$ cat src/rtl/cordic_iter_fsm_pkg.sv
// Shared constants and state encoding for the CORDIC iteration controller.
// The SCALE encoding exists only when CORDIC_SCALE_EN is defined.
package cordic_iter_fsm_pkg;

  localparam int CNT_W_DEF  = 5;
  localparam int N_ITER_DEF = 25;

  typedef enum logic [2:0] {
    S_IDLE  = 3'd0,
    S_LOAD  = 3'd1,
    S_ITER  = 3'd2,
`ifdef CORDIC_SCALE_EN
    S_SCALE = 3'd3,
`endif
    S_DONE  = 3'd4
  } state_t;

endpackage

$ cat src/rtl/cordic_iter_fsm.sv
// Moore iteration controller for the CORDIC datapath: load, N_ITER micro-rotations,
// optional gain scaling (CORDIC_SCALE_EN), then a done/ack handshake.
module cordic_iter_fsm
  import cordic_iter_fsm_pkg::*;
#(
  parameter int CNT_W  = CNT_W_DEF,
  parameter int N_ITER = N_ITER_DEF
) (
  input  logic             clk,
  input  logic             rst,
  input  logic             beg_fsm,
  input  logic [CNT_W-1:0] iter_cnt,
  input  logic             ack_out,
  output logic             cnt_rst,
  output logic             cnt_en,
  output logic             load_init,
  output logic             enab_iter,
  output logic             scale_en,
  output logic             ready,
  output logic             done
);

  localparam logic [CNT_W-1:0] LAST_IDX = CNT_W'(N_ITER - 1);

  state_t state, state_nxt;
  logic   iter_last;

  // >= rather than == so a stray count past the end still terminates the loop
  assign iter_last = (iter_cnt >= LAST_IDX);

  always_ff @(posedge clk) begin
    if (!rst) state <= S_IDLE;
    else      state <= state_nxt;
  end

  always_comb begin
    state_nxt = S_IDLE;
    unique case (state)
      S_IDLE:  state_nxt = beg_fsm ? S_LOAD : S_IDLE;
      S_LOAD:  state_nxt = S_ITER;
`ifdef CORDIC_SCALE_EN
      S_ITER:  state_nxt = iter_last ? S_SCALE : S_ITER;
      S_SCALE: state_nxt = S_DONE;
`else
      S_ITER:  state_nxt = iter_last ? S_DONE : S_ITER;
`endif
      S_DONE:  state_nxt = ack_out ? S_IDLE : S_DONE;
      default: state_nxt = S_IDLE;
    endcase
  end

  always_comb begin
    cnt_rst   = 1'b0;
    cnt_en    = 1'b0;
    load_init = 1'b0;
    enab_iter = 1'b0;
    scale_en  = 1'b0;
    ready     = 1'b0;
    done      = 1'b0;
    unique case (state)
      S_IDLE: begin
        ready   = 1'b1;
        cnt_rst = 1'b1;
      end
      S_LOAD: begin
        load_init = 1'b1;
        cnt_rst   = 1'b1;
      end
      S_ITER: begin
        enab_iter = 1'b1;
        cnt_en    = 1'b1;
      end
`ifdef CORDIC_SCALE_EN
      S_SCALE: begin
        scale_en = 1'b1;
        cnt_rst  = 1'b1;
      end
`endif
      S_DONE: begin
        done    = 1'b1;
        cnt_rst = 1'b1;
      end
      default: begin
        cnt_rst = 1'b1;
      end
    endcase
  end

endmodule

$ cat config.mk
export PLATFORM = sky130hd
export DESIGN_NAME = cordic_iter_fsm
export DESIGN_NICKNAME = d
export VERILOG_FILES = /design/src/rtl/cordic_iter_fsm_pkg.sv /design/src/rtl/cordic_iter_fsm.sv
export SDC_FILE = /design/constraint.sdc
export NUM_CORES = 1
export LEC_CHECK = 0
export CORE_AREA = 4 4 41 43
export CTS_CLUSTER_DIAMETER = 200
export DETAILED_ROUTE_END_ITERATION = 10
export DIE_AREA = 0 0 45 47
export GPL_ROUTABILITY_DRIVEN = 0
export SYNTH_ARGS = -nofsm -noshare
export SYNTH_HDL_FRONTEND = slang
export SYNTH_SLANG_ARGS = --single-unit
export TNS_END_PERCENT = 5
$ cat constraint.sdc
create_clock -name clk -period 1 [get_ports clk]
set_input_delay 0.25 -clock clk [delete_from_list [all_inputs] [get_ports clk]]
set_output_delay 0.25 -clock clk [all_outputs]
set_load 0.02 [all_outputs]
==> results.sh, run 1 <==
export IMPL_clockBufferDepth=2
export IMPL_via_count=223
export IMPL_clock_skew_final_ns=0.00197
export IMPL_setup_worst_path_start_class="register"
export IMPL_root_buffer="clkbuf_4"
export IMPL_syn_inst=22
export IMPL_violations="setup timing"
export IMPL_fmaxAchievable_ghz=0.747
export IMPL_regArea_um2=63.8
export IMPL_antenna_left=0
export IMPL_area_growth_pct=108
export IMPL_pre_cts_ws_ns=-0.524
export IMPL_die_area_um2=2120
export IMPL_synth_area_leaders="dfxtp_1, nor3b_2, and2b_1, buf_4, and4b_1"
export IMPL_hold_depth=2
export IMPL_ys_ff_latch=3
export IMPL_syn_num_nets=31
export IMPL_wl_um=508
export IMPL_ys_flop_type="dfxtp_1"
export IMPL_synth_area_per_cell_um2=8.93
export IMPL_portBuffers=11
export IMPL_hold_class="reg -> reg"
export IMPL_setup_viol=7
export IMPL_overflow=0
export IMPL_synth_largest_area_cell="dfxtp_1"
export IMPL_placementRows=13
export IMPL_cts_made_buffers=3
export IMPL_synth_distinct_cells=16
export IMPL_critPathKind="reg -> out"
export IMPL_viasPerCell=3.84
export IMPL_rsz0062_at_grt="yes"
export IMPL_p_per_area_nw_per_um2=1210
export IMPL_outcome="complete, but fails checks"
export IMPL_dpl_cell_area_um2=370
export IMPL_syn_area_um2=196
export IMPL_finalCriticalPeriod_ns=1.34
export IMPL_critPathArrivalTime_ns=1.09
export IMPL_synth_top_area_share_pct=30.6
export IMPL_leakage_nw=0.193
export IMPL_antenna_cells=0
export IMPL_max_cap_viol_count=0
export IMPL_top_regs="state x3"
export IMPL_hold_buffers=0
export IMPL_dp_hpwl_um=379
export IMPL_regMostFlops="state"
export IMPL_wl_per_cell_um=8.76
export IMPL_drtIter0Drc=0
export IMPL_hold_viol_final=0
export IMPL_cts_sinks=3
export IMPL_ys_seq_area_share_pct=30.6
export IMPL_fillers=144
export IMPL_first_pass_iters=1
export IMPL_largest_register_ffs=3
export IMPL_period_share_pct=134
export IMPL_coreArea_um2=1300
export IMPL_clock_latency_ns=0.23
export IMPL_grt_pass1_wl_um=814
export IMPL_multi_input_area_um2=133
export IMPL_synth_edff_count=0
export IMPL_drive_above_1_share_pct=67.4
export IMPL_synth_common_cells="dfxtp_1, and2b_1, buf_4, nor3_1, nor3b_2"
export IMPL_grt_pass1_vias=211
export IMPL_synth_most_common_cell="dfxtp_1"
export IMPL_dieHeight_um=47
export IMPL_worst_endpoint_required_ns=0.75
export IMPL_critPathMaxFanout=5
export IMPL_r2r_cells=6
export IMPL_postLayoutCellArea_um2=408
export IMPL_start_util_pct=15.1
export IMPL_die_w_um=45
export IMPL_nNetsFinal=53
export IMPL_yosysWarnings=0
export IMPL_fin_ws_ns=-0.339
export IMPL_synth_async_reset_ratio_pct=0
export IMPL_drc=0
export IMPL_clkTransAtPathRegs_ns=0.04
export IMPL_grtUsageTotal_pct=5.76
export IMPL_antenna_found_initial=0
export IMPL_cts_tree="done"
export IMPL_cts_htree_levels=1
export IMPL_grt_max_degree=6
export IMPL_ioPinCount=16
export IMPL_drv_slew=0
export IMPL_cp_end_kind="output port"
export IMPL_ir_worst_vdd_mv=0.456
-- worst max-delay path, stage by stage (launching register included) --
cell and delay (ns):
dfxtp_2 0.35, and2b_1 0.19, and2b_2 0.19, buf_6 0.13
-- what timing repair did --
item	in CTS	in global routing
endpoints found under the hold margin	0	0
setup endpoints to repair	8	8
resized for setup	33	2
setup buffers	1	1
-- placed cells by master (no fill, tap or decap), drive strengths merged --
cell           Yosys  layout
nand3b             1       1
nor2               1       1
clkbuf             0       4
clkdlybuf4s50      0       5
and2b              3       3
nand2              1       1
nand2b             1       1
buf                2      14
nor3               2       2
and4b              1       1
a21oi              2       2
inv                1       1
dfxtp              3       3
conb               1       1
nor3b              3       3
-- path summary, 6_finish.rpt --
check | startpoint | end | slack, ns
setup / recovery | state[1] | load_init | -0.34
hold / removal | state[0] | state[2] | 0.55
setup reg to reg | state[1] | state[1] | -0.18
hold reg to reg | state[0] | state[2] | 0.55
-- kinds of logic (layout without fill, tap and decap cells) --
family | Yosys count | count (layout) | share of synthesized area [%]
other cells | 1 | 1 | 1.91
compound gates | 2 | 2 | 7.00
flops | 3 | 3 | 30.6
simple gates | 13 | 13 | 51.0
buf+inv | 3 | 24 | 9.55
-- where the power goes --
group | switching [W] | internal [W]
logic | 0.0000612 | 0.0000812
registers | 0.00000632 | 0.000128
clock network | 0.0000655 | 0.000150
-- per-layer routing --
| metal | global-route usage (%) | vias up | wire (µm) |
|---|---|---|---|
| met4 | 3.51 | 0 | 0 |
| met1 | 6.11 | 97 | 198 |
| li1 | - | 115 | - |
| met2 | 7.91 | 11 | 237 |
| met3 | 4.60 | 0 | 72 |
| met5 | 0 | - | 0 |
-- area by class of cell --
class | count | share of cell area, %
repair buffers | 19 | 39.3
multi-input cells | 16 | 32.5
well taps | 15 | 4.60
inverters | 1 | 1.53
clock buffers | 4 | 6.44
flip-flops and latches | 3 | 15.6
-- per-stage QoR --
stage | utilization (%) | hold slack, ns | cells | TNS (ns) | power (W)
final | 31.3 | 0.546 | 58 | -1.86 | 0.000492
after global routing | 31.3 | 0.565 | 58 | -2.26 | 0.000531
after CTS | 30.4 | 0.545 | 57 | -1.78 | 0.000494
after detailed placement | 28.5 | 0.541 | 52 | -3.25 | 0.000274
after global placement | 28.5 | 0.535 | 52 | -3.22 | 0.000274
after floorplan | - | 0.386 | 22 | -0.370 | 0.000206
Power figures use the tool's default switching activity.
==> run 2: changes to the inputs <==
- GPL_ROUTABILITY_DRIVEN: 0 -> not set
==> results of run 2 <==
Same layout as run 1: the final DEF is identical, and so are final timing and power.
